`src/rtl/debug_pkg.sv`:
```
// Shared constants, state encoding and frame sizing for the debug counter readout.
package debug_pkg;

    localparam int unsigned NUM_CNT_DEF  = 5;
    localparam int unsigned CNT_W_DEF    = 64;
    localparam int unsigned OUT_W_DEF    = 32;
    localparam int unsigned PERIOD_W_DEF = 32;
    localparam int unsigned FRAME_ID_W   = 16;

    localparam logic [15:0] HDR_MAGIC = 16'hDB60;

    localparam int unsigned WORDS_PER_CNT = CNT_W_DEF / OUT_W_DEF;

    localparam logic [1:0] ST_IDLE = 2'd0;
    localparam logic [1:0] ST_HDR  = 2'd1;
    localparam logic [1:0] ST_DATA = 2'd2;

    typedef enum logic [1:0] {
        S_IDLE = ST_IDLE,
        S_HDR  = ST_HDR,
        S_DATA = ST_DATA
    } state_e;

    // Payload words per frame (the header word is not included).
    function automatic int unsigned frame_data_words(input int unsigned num_cnt,
                                                     input int unsigned cnt_w,
                                                     input int unsigned out_w);
        return num_cnt * (cnt_w / out_w);
    endfunction

endpackage

```
`src/rtl/debug_period_timer.sv`:
```
// Free-running auto-trigger timer: pulses auto_tick_o once every auto_period_i cycles.
module debug_period_timer
    import debug_pkg::*;
#(
    parameter int unsigned PERIOD_W = PERIOD_W_DEF
) (
    input  logic                clk,
    input  logic                rst,
    input  logic                auto_en_i,
    input  logic [PERIOD_W-1:0] auto_period_i,
    output logic                auto_tick_o
);

    logic [PERIOD_W-1:0] timer_q;
    logic [PERIOD_W-1:0] timer_d;
    logic                run_c;

    // Period 0 or disabled holds the timer at 0 so re-enabling starts a full period.
    always_comb begin
        run_c       = auto_en_i && (auto_period_i != '0);
        auto_tick_o = run_c && (timer_q == auto_period_i - PERIOD_W'(1));
        timer_d     = '0;
        if (run_c && !auto_tick_o) begin
            timer_d = timer_q + PERIOD_W'(1);
        end
    end

    always_ff @(posedge clk) begin
        if (rst) begin
            timer_q <= '0;
        end else begin
            timer_q <= timer_d;
        end
    end

endmodule

```
`src/rtl/debug_counter_readout.sv`:
```
// Snapshots the debug counters on a trigger and streams them as a framed
// sequence of words (header, then counter 0..N-1, low word first).
module debug_counter_readout
    import debug_pkg::*;
#(
    parameter int unsigned NUM_CNT  = NUM_CNT_DEF,
    parameter int unsigned CNT_W    = CNT_W_DEF,
    parameter int unsigned OUT_W    = OUT_W_DEF,
    parameter int unsigned PERIOD_W = PERIOD_W_DEF
) (
    input  logic                     clk,
    input  logic                     rst,
    input  logic [NUM_CNT*CNT_W-1:0] cnt_flat,
    input  logic                     snap_req,
    input  logic                     auto_en,
    input  logic [PERIOD_W-1:0]      auto_period,
    output logic [OUT_W-1:0]         out_data,
    output logic                     out_valid,
    input  logic                     out_ready,
    output logic                     out_last,
    output logic                     busy,
    output logic [FRAME_ID_W-1:0]    frame_id,
    output logic [FRAME_ID_W-1:0]    overrun_count
);

    localparam int unsigned NUM_WORDS = frame_data_words(NUM_CNT, CNT_W, OUT_W);
    localparam int unsigned IDX_W     = (NUM_WORDS > 1) ? $clog2(NUM_WORDS) : 1;
    localparam logic [IDX_W-1:0] LAST_IDX = IDX_W'(NUM_WORDS - 1);

    state_e                     state_q;
    logic [NUM_CNT*CNT_W-1:0]   snapshot_q;
    logic [IDX_W-1:0]           word_idx_q;
    logic [OUT_W-1:0]           out_data_q;
    logic                       out_valid_q;
    logic                       out_last_q;
    logic [FRAME_ID_W-1:0]      frame_id_q;
    logic [FRAME_ID_W-1:0]      overrun_q;

    logic                       auto_tick_c;
    logic                       trig_c;
    logic [IDX_W-1:0]           nxt_idx_c;
    logic [OUT_W-1:0]           snap_words_c [NUM_WORDS];

    debug_period_timer #(
        .PERIOD_W (PERIOD_W)
    ) u_timer (
        .clk           (clk),
        .rst           (rst),
        .auto_en_i     (auto_en),
        .auto_period_i (auto_period),
        .auto_tick_o   (auto_tick_c)
    );

    // Word view of the snapshot: word k sits at bits [k*OUT_W +: OUT_W].
    for (genvar k = 0; k < NUM_WORDS; k++) begin : g_words
        assign snap_words_c[k] = snapshot_q[k*OUT_W +: OUT_W];
    end

    assign trig_c    = snap_req | auto_tick_c;
    assign nxt_idx_c = (state_q == S_DATA) ? word_idx_q + IDX_W'(1) : '0;

    always_ff @(posedge clk) begin
        if (rst) begin
            state_q     <= S_IDLE;
            snapshot_q  <= '0;
            word_idx_q  <= '0;
            out_data_q  <= '0;
            out_valid_q <= 1'b0;
            out_last_q  <= 1'b0;
            frame_id_q  <= '0;
            overrun_q   <= '0;
        end else begin
            // Any trigger outside IDLE is dropped, including one on the final handshake.
            if (trig_c && (state_q != S_IDLE) && (overrun_q != '1)) begin
                overrun_q <= overrun_q + FRAME_ID_W'(1);
            end
            case (state_q)
                S_IDLE: begin
                    if (trig_c) begin
                        snapshot_q  <= cnt_flat;
                        state_q     <= S_HDR;
                        out_valid_q <= 1'b1;
                        out_last_q  <= 1'b0;
                        out_data_q  <= OUT_W'({HDR_MAGIC, frame_id_q});
                    end
                end
                S_HDR, S_DATA: begin
                    if (out_ready) begin
                        if ((state_q == S_DATA) && out_last_q) begin
                            state_q     <= S_IDLE;
                            out_valid_q <= 1'b0;
                            out_last_q  <= 1'b0;
                            out_data_q  <= '0;
                            frame_id_q  <= frame_id_q + FRAME_ID_W'(1);
                        end else begin
                            state_q    <= S_DATA;
                            word_idx_q <= nxt_idx_c;
                            out_data_q <= snap_words_c[nxt_idx_c];
                            out_last_q <= (nxt_idx_c == LAST_IDX);
                        end
                    end
                end
                default: begin
                    state_q <= S_IDLE;
                end
            endcase
        end
    end

    assign out_data      = out_data_q;
    assign out_valid     = out_valid_q;
    assign out_last      = out_last_q;
    assign busy          = (state_q != S_IDLE);
    assign frame_id      = frame_id_q;
    assign overrun_count = overrun_q;

endmodule

```
`config.mk`:
```
export PLATFORM = sky130hd
export DESIGN_NAME = debug_counter_readout
export DESIGN_NICKNAME = d
export VERILOG_FILES = /design/src/rtl/debug_pkg.sv /design/src/rtl/debug_period_timer.sv /design/src/rtl/debug_counter_readout.sv
export SDC_FILE = /design/constraint.sdc
export NUM_CORES = 1
export LEC_CHECK = 0
export ABC_AREA = 1
export CORE_ASPECT_RATIO = 2
export CORE_UTILIZATION = 30
export DETAILED_ROUTE_END_ITERATION = 6
export PLACE_DENSITY = 0.57
export SETUP_SLACK_MARGIN = 0.02
export SLEW_MARGIN = 20
export SYNTH_ARGS = -nofsm -noshare
export SYNTH_HDL_FRONTEND = slang
export SYNTH_SLANG_ARGS = --single-unit
```
`constraint.sdc`:
```
create_clock -name clk -period 2.4 [get_ports clk]
set_input_delay 0.48 -clock clk [delete_from_list [all_inputs] [get_ports clk]]
set_output_delay 0.48 -clock clk [all_outputs]
set_load 0.03 [all_outputs]
```
# Yosys cells after proc, flatten, opt, wreduce, memory -nomap -nowiden
# Index checks and enable logic that the tools add are counted.
dict set report classes {
  n_lt_le_gt_ge 1
  bitwise 4
  n_mux 20
  n_reduce_logical 19
  n_eq_ne 8
  n_addsub 5
}
# cell n
set ops {}
lappend ops {{2-to-1 mux 32 bit} 5}
lappend ops {{binary-select mux 32 bit (select 4 bit)} 1}
lappend ops {{one-hot mux 32 bit (2 select lines)} 1}
lappend ops {{adder 16 x 1 -> 16 bit, second input constant} 2}
lappend ops {{adder 32 x 1 -> 32 bit, second input constant} 1}
lappend ops {{== test 32 bit} 1}
lappend ops {{nonzero test 32 bit} 1}
lappend ops {{subtractor 32 x 1 -> 32 bit, second input constant} 1}
lappend ops {{!= test 16 bit, second input constant} 1}
lappend ops {{AND reduction 3 bit} 3}
lappend ops {{logical AND 1 bit} 6}
lappend ops {{2-to-1 mux 1 bit} 6}
lappend ops {{2-to-1 mux 2 bit} 3}
lappend ops {{!= test 2 bit, second input constant} 3}
lappend ops {{greater-or-equal comparator 5 bit, second input constant} 1}
lappend ops {{inverter 4 -> 5 bit} 1}
lappend ops {{adder 4 x 1 -> 4 bit, second input constant} 1}
lappend ops {{== test 4 bit, second input constant} 1}
lappend ops {{2-to-1 mux 4 bit} 1}
lappend ops {{one-hot mux 1 bit (2 select lines)} 2}
lappend ops {{one-hot mux 2 bit (2 select lines)} 1}
lappend ops {{AND reduction 2 bit} 2}
lappend ops {{AND reduction 4 bit} 1}
lappend ops {{nonzero test 2 bit} 2}
lappend ops {{7 further kinds} 9}
dict set report totals {
  regBits 424
  output_inout_bits 67
}

# Depth between registers and ports, before layout
# Gate-level depths: netlist (run 1).
dict set report logic_depth {
  depth_word 9
  depth_mapped 21
  depth_no_buf 19
}

# By module
# From an unflattened synthesis (run 1), not the netlist that was laid out.
dict set report unflattened {
  cells_unflattened 3131
  hier_area_um2 20754.9
}
# mod area_each_um2 n_inst cells_each seq_area_each_um2
set modules_own_cells {}
lappend modules_own_cells {debug_counter_readout 17593.1 1 2607 7847.5}
lappend modules_own_cells {debug_period_timer 3161.8 1 524 640.6}

# Worst setup path after synthesis (run 1)
# No wires, ideal clock.
dict set report synth_timing {
  path_type {in2reg}
  from {in auto_period[0]}
  to {reg snapshot_q[226]}
  t_arrival_ns 2.430
  cell_stages 19
  setup_slack_ns -0.143
  t_required_ns 2.286
  path_buffers 2
  path_cell_list {inv_2 ha_1 nand2_2 nor2_8 nand2_2 nor2_1 nand2_1 nand3_1 nand2_1 nor2_1 nand2_1 nor2_2 nand3_2 nand2_4 nand2_4 buf_6 buf_1 o21ai_1 nor2_1}
}
dict set report synth_via {
  elab_chain_len 5
  word_cells_on_any_way 7
  cone_classes {add/sub (1); eq/ne (1); bitwise (1); reduce/logical (4)}
}
# element line
set synth_rtl {}
lappend synth_rtl {{start, declared} debug_counter_readout.sv:16} ;# input logic [PERIOD_W-1:0] auto_period,
lappend synth_rtl {{subtractor 32 x 1 -> 32 bit or nonzero test 32 bit (tied branches)} {debug_period_timer.sv:21, debug_period_timer.sv:20}}
lappend synth_rtl {{== test 32 bit or logical AND 1 bit (tied branches)} {debug_period_timer.sv:21, debug_period_timer.sv:20}}
lappend synth_rtl {{logical AND 1 bit (*)} debug_period_timer.sv:21} ;# auto_tick_o = run_c && (timer_q == auto_period_i - PERIOD_W'(1));
lappend synth_rtl {{OR 1 bit (*)} debug_counter_readout.sv:59} ;# assign trig_c = snap_req | auto_tick_c;
lappend synth_rtl {{AND reduction 2 bit (no source line) (*)} n/a}
lappend synth_rtl {{end signal, assigned} debug_counter_readout.sv:80} ;# snapshot_q <= cnt_flat;
lappend synth_rtl {{end, declared} debug_counter_readout.sv:31} ;# logic [NUM_CNT*CNT_W-1:0] snapshot_q;
# Every way passes the cells marked *; elsewhere a longest branch is shown, timed or not.
# A chain may end at the register's enable or synchronous reset.

# Worst setup path after layout (run 1)
dict set report layout_timing {
  from {in auto_period[30]}
  to {reg snapshot_q[169]}
}
# The elaborated chain is that of the path after synthesis.

==> results.py, run 1 <==
metrics = {
    "outcome": {
        "status": "finished, violations left",
        "violations": "setup timing",
    },
    "die": {
        "die_area_sq_mm": 0.0695,
        "io_pins": 424,
        "initial_core_util_pct": 30.3,
        "rows": 135,
        "core_sq_mm": 0.0677,
        "fp.dieH_microns": 372,
        "fp.dieW_microns": 187,
    },
    "synth": {
        "synth_edf_count": 0,
        "seq_area_frac_synth_pct": 41.4,
        "synthFlopType": "dfxtp_1",
        "synthCells": 2993,
        "synthArstFlopShare_pct": 0,
        "synth_cell_types": 46,
        "syn-cell-area_sq_mm": 0.0205,
        "synth.avg_cell_area_sq_um": 6.85,
        "yosysWarnings": 0,
        "synth_seq_cells": 424,
        "synth.net_count": 3359,
    },
    "layout": {
        "postLayoutCoreUtil_pct": 46.7,
        "nNetsFinal": 4000,
        "mostFrequentLayoutCells": "nor2_1, dfxtp_1, clkdlybuf4s50_1, nand2_1, buf_4",
        "layout-drive-gt1-share_pct": 19.5,
        "syn_to_final_growth_pct": 54.3,
        "layout_commonest_cell": "nor2_1",
        "multi_input_comb_area_sq_mm": 0.0113,
        "seqCellArea_sq_mm": 0.00850,
        "fillers": 6896,
    },
    "place": {
        "pre_cts_ws_ns": -1.29,
        "routabilityCongestion": 0.902,
        "hpwl_microns": 63900,
        "io_buffers": 423,
    },
    "sta": {
        "finalSetupViolCount": 363,
        "finalSetupTns_ns": -42.90,
        "rsz0062_at_grt": "yes",
        "whs_ns": 0.472,
        "post-route-min-period_ns": 2.61,
        "final-hold-violation-count": 0,
        "clock.fmax_ghz": 0.383,
        "tightest_slew_ns": 0.484,
        "finClkSkew_ns": 0.0191,
        "layout_setup_ws_ns": -0.208,
        "maxSlewHeadroom_pct": 67.6,
        "finalCritPeriodShare_pct": 109,
        "slew_viol_final": 0,
    },
    "routing": {
        "vias": 22100,
        "ant_nets": 0,
        "wirelength_microns": 89400,
        "drt_iter0_markers": 1130,
        "drt-pass1-iter-count": 5,
        "wl_per_cell_microns": 19.5,
        "drt-vias-per-instance": 4.82,
        "route.detailed.drc": 0,
    },
    "worst_setup_path": {
        "crit_fanout": 9,
        "arrival_ns": 3.06,
        "critPathKind": "input port to flop",
        "cp_data_required_time_ns": 2.85,
        "startpoint_type": "input port",
        "worst_setup_path_end_kind": "flop",
    },
    "clock_tree": {
        "htreeDepth": 2,
        "cts_tree": "built",
        "cts_sinks": 424,
        "clockBufferDepth": 3,
        "cts_buffers": 42,
        "clk_pin_slew_ns": 0.06,
        "clk_latency_ns": 0.57,
        "root_buffer": "clkbuf_16",
    },
    "global_routing": {
        "grt_pass1_wl_microns": 127000,
        "grt_usage_pct": 24.2,
        "grt_antenna_before_repair": 20,
        "grt-ovfl-total": 0,
        "grt_max_degree": 58,
        "grt_pass1_vias": 21500,
    },
    "power": {
        "peakVddDrop_mv": 0.550,
        "leakage_nw": 12.8,
        "p_per_area_mw_per_mm2": 1100,
        "power.total_w": 0.0347,
    },
    "flow_run": {
        "max-cap-violations": 0,
    },
    "min_path": {
        "worstHoldPathType": "flop to flop",
    },
}
[path summary, 6_finish.rpt]
check / start / end / slack (ns) / cells after the start
setup reg to reg: u_timer.timer_q[7] / snapshot_q[169] / -0.18 / 17
hold / removal: snapshot_q[300] / snapshot_q[300] / 0.47 / 2
hold reg to reg: snapshot_q[300] / snapshot_q[300] / 0.47 / 2
setup / recovery: auto_period[30] / snapshot_q[169] / -0.21 / 17
[timing repair]
action / CTS / global route
hold buffers: 0 / 0
cloned: 19 / 27
setup endpoints to repair: 408 / 412
resized for setup: 292 / 261
setup buffers: 15 / 8
pin swaps: 72 / 83
[report_power, final]
group          leakage, nW  switching (W)  internal, W
Clock                0.786        0.00310      0.00464
Combinational         8.55        0.00986      0.00752
Sequential            3.50       0.000868      0.00874
[stage by stage]
step                      cell area [sq um]  cells
after CTS                             30400   4525
final                                 31600   4575
after global routing                  31600   4574
after detailed placement              27600   4413
after global placement                27600   4413
after floorplan                       20600   2993
[final cells by class]
| class | instances | share of cell area [%] |
|---|---|---|
| Multi-Input combinational cell | 2202 | 35.7 |
| Inverter | 171 | 2.17 |
| Clock buffer | 55 | 3.93 |
| Antenna cell | 17 | 0.134 |
| Tap cell | 890 | 3.52 |
| Timing Repair inverter | 6 | 0.395 |
| Sequential cell | 424 | 26.9 |
| Clock inverter | 23 | 1.13 |
| Timing Repair Buffer | 787 | 26.1 |
[routing by layer]
| metal | up-vias | track usage, % | wire [microns] | part of all wire, % |
|---|---|---|---|---|
| met5 | - | 0 | 35 | 0.039 |
| met4 | 6 | 12.9 | 4360 | 4.9 |
| met3 | 170 | 2.82 | 3700 | 4.1 |
| met2 | 652 | 45.6 | 47300 | 53 |
| met1 | 10100 | 26.3 | 34100 | 38 |
| li1 | 11100 | - | - | - |
[worst max-delay path, stage by stage]
cell and delay (ns):
clkdlybuf4s50_1 0.43, or2_4 0.26, nor2_4 0.09, nand3b_1 0.13, o21bai_1 0.15, nand3_1 0.12, nor2_1 0.11, nand2_1 0.09
nor2_4 0.16, nand3_4 0.10, nand2_4 0.11, nand2_8 0.14, buf_4 0.20, buf_12 0.15, buf_8 0.13, o21ai_4 0.12
nor2_1 0.06
[synth_stat cells (all sizes together), types with 19 or more instances]
master | instances | area (sq um)
nand3 | 70 | 355
xor2 | 27 | 236
dfxtp | 424 | 8490
xnor2 | 19 | 166
buf | 80 | 628
a22o | 31 | 272
inv | 166 | 623
nor2 | 871 | 3310
nor3 | 24 | 120
nand2 | 412 | 1570
clkbuf | 116 | 435
a21oi | 120 | 601
a32o | 23 | 230
nand4 | 66 | 413
o21ai | 433 | 2170
[logic make-up after synthesis]
logic type | count (synthesis) | synth area share (%)
mux | 17 | 0.830
simple gates | 1474 | 29.2
flops | 424 | 41.4
xor+xnor | 46 | 1.96
fa+ha+maj | 9 | 0.549
buf+inv | 367 | 8.34
compound gates | 656 | 17.8
[flip-flops by register name (all words and copies together) (netlist names)]
register         flops
u_timer.timer_q     32
overrun_count       16
out_data            32
word_idx_q           4
frame_id            16
state_q              2
out_last             1
snapshot_q         320
out_valid            1
No activity file was read; power rests on OpenSTA's default activity.
==> run 2, diff against run 1 <==
Settings changed: PLACE_DENSITY 0.57 to 0.56.
Clock period 2.4 ns to 2.5 ns, I/O delays scaled along.
==> run 2 against run 1 <==
Compared with the run above:
- the flow still finishes with violations (setup timing)
- clock power fell by 17%
- combinational power rose by 9%
- routed wire length rose by 4.2%
- clock-buffer cell count rose by 1
- sequential cell count did not move
- critical endpoint is now snapshot_q[285]
- largest cell class unchanged
- largest power group unchanged
==> results.py, run 2 (synthesis gave the netlist of run 1 again) <==
metrics = {
    "sta": {
        "rsz0062_at_grt": "yes",
        "post-route-min-period_ns": 2.62,
        "finClkSkew_ns": 0.0250,
        "final-hold-violation-count": 0,
        "finalSetupViolCount": 281,
        "clock.fmax_ghz": 0.381,
        "tightest_slew_ns": 0.799,
        "maxSlewHeadroom_pct": 46.7,
        "slew_viol_final": 0,
        "finalCritPeriodShare_pct": 105,
        "layout_setup_ws_ns": -0.124,
    },
    "global_routing": {
        "grt_pass1_vias": 21300,
        "grt_pass1_wl_microns": 124000,
        "grt_usage_pct": 23.6,
        "grt-ovfl-total": 0,
        "grt_max_degree": 64,
        "grt_antenna_before_repair": 13,
    },
    "clock_tree": {
        "clockBufferDepth": 3,
        "clk_latency_ns": 0.58,
        "cts_tree": "built",
        "cts_buffers": 42,
        "root_buffer": "clkbuf_16",
        "htreeDepth": 2,
        "clk_pin_slew_ns": 0.07,
        "cts_sinks": 424,
        "hold_buffers": 0,
    },
    "worst_setup_path": {
        "startpoint_type": "input port",
        "critPathKind": "input port to flop",
        "slowest_delay_ns": 0.20,
        "worstSetupEndpoint": "snapshot_q[285]",
        "timing.rr.end": "snapshot_q[285]",
        "arrival_ns": 3.10,
        "rrSetupSlack_ns": -0.08,
        "worst_setup_path_end_kind": "flop",
        "crit_path_frequent_cell": "buf_6",
        "r2r-start": "u_timer.timer_q[7]",
        "timing.critical_path.slowest_stage_cell": "buf_6",
        "crit_fanout": 8,
        "crit_start": "auto_period[3]",
        "crit_chain": "buf_6 > buf_6 > nor2_4 > nand2_8 > nor2_8 > buf_12 > buf_6 > nand4_1 > nand3_2 > nand2_1 > nor2_1 > nand2_1 > nor2_4 > nand3_4 > nand2_8 > nand2_8 > buf_6 > buf_16 > o21ai_2 > buf_4 > nor2_1",
        "cp_data_required_time_ns": 2.97,
        "r2r_cells": 17,
    },
    "layout": {
        "nNetsFinal": 4011,
        "seqCellArea_sq_mm": 0.00850,
        "fillers": 6675,
        "multi_input_comb_area_sq_mm": 0.0126,
        "layout_commonest_cell": "nor2_1",
        "largest_reg_flops": 320,
        "top_register": "snapshot_q",
        "mostFrequentLayoutCells": "nor2_1, dfxtp_1, clkdlybuf4s50_1, nand2_1, o21ai_2",
        "syn_to_final_growth_pct": 62.2,
        "layout-drive-gt1-share_pct": 27.1,
    },
    "min_path": {
        "hp-start": "u_timer.timer_q[28]",
        "worstHoldPathType": "flop to flop",
    },
    "routing": {
        "ant_nets": 0,
        "wl_per_cell_microns": 20.4,
        "drt-pass1-iter-count": 7,
        "route.detailed.drc": 0,
        "drt-vias-per-instance": 4.95,
        "drt_iter0_markers": 1058,
        "vias": 22600,
        "wirelength_microns": 93200,
    },
    "outcome": {
        "status": "finished, violations left",
        "violations": "setup timing",
    },
    "place": {
        "io_buffers": 423,
        "pre_cts_ws_ns": -1.31,
        "hpwl_microns": 62700,
        "routabilityCongestion": 0.970,
    },
    "die": {
        "io_pins": 424,
        "die_area_sq_mm": 0.0695,
        "fp.dieH_microns": 372,
        "rows": 135,
        "core_sq_mm": 0.0677,
        "fp.dieW_microns": 187,
        "initial_core_util_pct": 30.3,
    },
    "power": {
        "leakage_nw": 13.4,
        "peakVddDrop_mv": 0.536,
        "p_per_area_mw_per_mm2": 1040,
        "power.total_w": 0.0347,
    },
    "flow_run": {
        "max-cap-violations": 0,
    },
}
-- run 2: changes by cell type in the layout (fill, tap and decap cells not counted), sizes merged, moves of 2 or more --
cell / delta
clkinv: -4
nand2: +4
diode: -8
clkdlybuf4s15: -2
dlymetal6s2s: +2
dlygate4sd2: -2
bufinv: -7
inv: +4
clkbuf: +9
-- run 2: worst min path at each step --
stage               depth (start not counted)  slack [ns]                  end
finish                                      2        0.47  u_timer.timer_q[28]
global route                                2        0.49      snapshot_q[293]
CTS                                         2        0.48  u_timer.timer_q[28]
detailed placement                          2        0.47       snapshot_q[36]
global placement                            2        0.46       snapshot_q[42]
floorplan                                   2        0.45      snapshot_q[126]
-- run 2: power breakdown --
part,switching (W),internal [W],total [W]
logic,0.0106,0.00830,0.0189
registers,0.000881,0.00840,0.00928
clock network,0.00292,0.00352,0.00645
total,0.0144,0.0202,0.0347
-- run 2: worst max-delay path: cells and delay by family --
| kind | cells | cell delay, ns |
|---|---|---|
| simple gates | 13 | 1.52 |
| buf+inv | 7 | 0.93 |
| compound gates | 1 | 0.10 |
-- run 2: layout make-up --
| class | instances | share of cell area [%] |
|---|---|---|
| antenna | 9 | 0.0677 |
| clock inverter | 16 | 0.500 |
| timing repair inverter | 7 | 0.353 |
| inverter | 171 | 2.10 |
| sequential | 424 | 25.5 |
| multi-input combinational | 2206 | 37.9 |
| timing repair buffer | 793 | 26.6 |
| clock buffer | 56 | 3.53 |
| tap | 890 | 3.35 |
-- run 2: timing repair --
item                                    CTS  global route
buffers inserted                         28            15
pin swaps                                64            99
endpoints found under the setup margin  406           407
gates resized for setup                 451           562
cloned                                   16            59
-- run 2: metal layers --
metal	vias to the layer above	part of all wire, %	GRT usage [%]
met5	-	0.036	0
met4	6	5.7	13.0
met3	209	4.0	2.78
met2	705	53	44.3
met1	10600	37	25.5
li1	11100	-	-
-- run 2: metrics by stage --
step | setup TNS (ns) | utilization (%) | cell area (sq um) | std cells | hold WS, ns
global placement | -452.37 | 40.4 | 27300 | 4377 | 0.456
detailed placement | -461.93 | 40.4 | 27300 | 4377 | 0.466
floorplan | 0 | - | 20500 | 2993 | 0.449
finish | -10.82 | 49.1 | 33300 | 4572 | 0.474
global route | -50.19 | 49.1 | 33300 | 4571 | 0.492
CTS | -3.42 | 44.6 | 30200 | 4492 | 0.476
==> run 3, diff against run 2 <==
Settings changed: CELL_PAD_IN_SITES_DETAIL_PLACEMENT set to 1, CELL_PAD_IN_SITES_GLOBAL_PLACEMENT set to 1, PLACE_DENSITY 0.56 to 0.72.
==> run 3 against run 2 <==
Compared with the run above:
- sequential cell count stayed put
- critical path type unchanged
- utilization rose by 0.72 points
- worst setup slack lost 0.17 ns
- maximum frequency shrank 6.0%
- the run still ends with setup timing left
==> results.py, run 3 (synthesis gave the netlist of run 1 again) <==
metrics = {
    "outcome": {
        "status": "finished, violations left",
        "violations": "setup timing",
    },
    "routing": {
        "wl_per_cell_microns": 22.6,
        "route.detailed.drc": 0,
        "drt-vias-per-instance": 5.13,
        "drt_iter0_markers": 1020,
        "vias": 23600,
        "wirelength_microns": 104000,
        "ant_nets": 0,
        "drt-pass1-iter-count": 5,
    },
    "worst_setup_path": {
        "path_buf_inv": 7,
        "crit_fanout": 7,
        "slowest_delay_ns": 0.25,
        "arrival_ns": 3.26,
        "timing.critical_path.slowest_stage_cell": "dlygate4sd2_1",
        "cp_data_required_time_ns": 2.97,
        "worst_setup_path_end_kind": "flop",
        "r2r-start": "u_timer.timer_q[4]",
        "critPathKind": "input port to flop",
        "crit_start": "auto_period[17]",
        "crit_chain": "dlygate4sd2_1 > buf_4 > nor2_4 > nand2_4 > nor2_4 > buf_4 > and2_4 > nand3_1 > nand2_1 > nand2_2 > nor2_2 > nand3_2 > nor2_4 > nand3_2 > nand2_4 > nand2_8 > buf_16 > buf_16 > buf_12 > buf_16 > o21ai_4 > nor2_1",
        "startpoint_type": "input port",
        "critPathTopFamily": "simple AND/OR/NAND/NOR gates",
    },
    "sta": {
        "finalCritPeriodShare_pct": 112,
        "maxSlewHeadroom_pct": 53.9,
        "finalSetupTns_ns": -60.82,
        "layout_setup_ws_ns": -0.291,
        "whs_ns": 0.479,
        "clock.fmax_ghz": 0.358,
        "post-route-min-period_ns": 2.79,
        "rsz0062_at_grt": "yes",
        "final-hold-violation-count": 0,
        "tightest_slew_ns": 0.691,
        "finClkSkew_ns": 0.0367,
        "slew_viol_final": 0,
        "finalSetupViolCount": 372,
    },
    "layout": {
        "mostFrequentLayoutCells": "nor2_1, dfxtp_1, clkdlybuf4s50_1, nand2_1, buf_4",
        "syn_to_final_growth_pct": 64.6,
        "fin_area_sq_mm": 0.0338,
        "layout_commonest_cell": "nor2_1",
        "stdcell_count": 4607,
        "nNetsFinal": 4040,
        "top_register": "snapshot_q",
        "layout-drive-gt1-share_pct": 25.5,
        "largest_reg_flops": 320,
    },
    "global_routing": {
        "grt_pass1_wl_microns": 148000,
        "grt_max_degree": 110,
        "grt-ovfl-total": 0,
        "grt_antenna_before_repair": 20,
        "grt_usage_pct": 28.2,
        "grt_pass1_vias": 24700,
    },
    "place": {
        "routabilityCongestion": 0.916,
        "pre_cts_ws_ns": -1.33,
        "io_buffers": 423,
        "place_inst": 4390,
        "dpl_cell_area_sq_mm": 0.0275,
        "hpwl_microns": 67200,
    },
    "die": {
        "initial_core_util_pct": 30.3,
        "fp.dieH_microns": 372,
        "core_sq_mm": 0.0677,
        "fp.dieW_microns": 187,
        "die_area_sq_mm": 0.0695,
        "io_pins": 424,
        "rows": 135,
    },
    "flow_run": {
        "max-cap-violations": 0,
    },
    "min_path": {
        "worstHoldPathType": "flop to flop",
        "hp-start": "snapshot_q[44]",
    },
    "clock_tree": {
        "clk_latency_ns": 0.58,
        "cts_sinks": 424,
        "clk_pin_slew_ns": 0.07,
        "cts_buffers": 41,
        "root_buffer": "clkbuf_16",
        "hold_buffers": 0,
        "clockBufferDepth": 3,
        "htreeDepth": 2,
        "cts_tree": "built",
    },
    "power": {
        "p_per_area_mw_per_mm2": 1100,
        "leakage_nw": 13.6,
        "peakVddDrop_mv": 0.570,
    },
}
[run 3: timing repair]
item / CTS / global route
pin swaps: 86 / 79
setup buffers: 57 / 17
setup endpoints to repair: 408 / 391
gates resized for setup: 611 / 332
cloned: 63 / 15
[run 3: worst reg2reg max path, stage by stage, from the launching register on]
cell and delay [ns]:
dfxtp_2 0.35, inv_1 0.07, nor2_2 0.11, o21ai_0 0.09, nand2_1 0.08, nand2_1 0.07
nor2_2 0.16, nand3_1 0.13, nor2_2 0.11, nand3_2 0.14, nor2_4 0.14, nand3_2 0.12
nand2_4 0.12, nand2_8 0.08, buf_16 0.16, buf_16 0.16, buf_12 0.17, buf_16 0.15
o21ai_4 0.14, nor2_1 0.07
[run 3: cell type report]
type / instances / area [sq um]
fill: 8026 / 34000
multi-input combinational: 2202 / 12400
timing repair buffer: 833 / 9610
sequential: 424 / 8500
clock buffer: 52 / 1140
tap: 890 / 1110
inverter: 171 / 694
clock inverter: 18 / 250
antenna: 16 / 40.0
timing repair inverter: 1 / 16.3
[run 3: worst paths after layout]
path              slack [ns]  cells after the start             end
setup reg to reg       -0.20                     19  snapshot_q[92]
hold reg to reg         0.48                      2  snapshot_q[44]
setup / recovery       -0.29                     22  snapshot_q[92]
hold / removal          0.48                      2  snapshot_q[44]
[run 3: layer usage]
layer	global-route usage (%)	wire [microns]	share of wire (%)
met5	0	66	0.063
met4	19.2	7880	7.6
met3	3.34	4220	4.1
met2	53.3	55000	53
met1	29.0	37100	36
[run 3: through the flow]
| stage | utilization (%) | total power, W |
|---|---|---|
| floorplan | - | 0.0174 |
| global placement | 40.5 | 0.0232 |
| detailed placement | 40.5 | 0.0235 |
| CTS | 48.1 | 0.0355 |
| global route | 49.9 | 0.0389 |
| finish | 49.9 | 0.0370 |
[run 3: power by group]
part	switching, W	internal [W]
combinational	0.0113	0.00944
sequential	0.00111	0.00840
clock	0.00287	0.00384
total	0.0153	0.0217
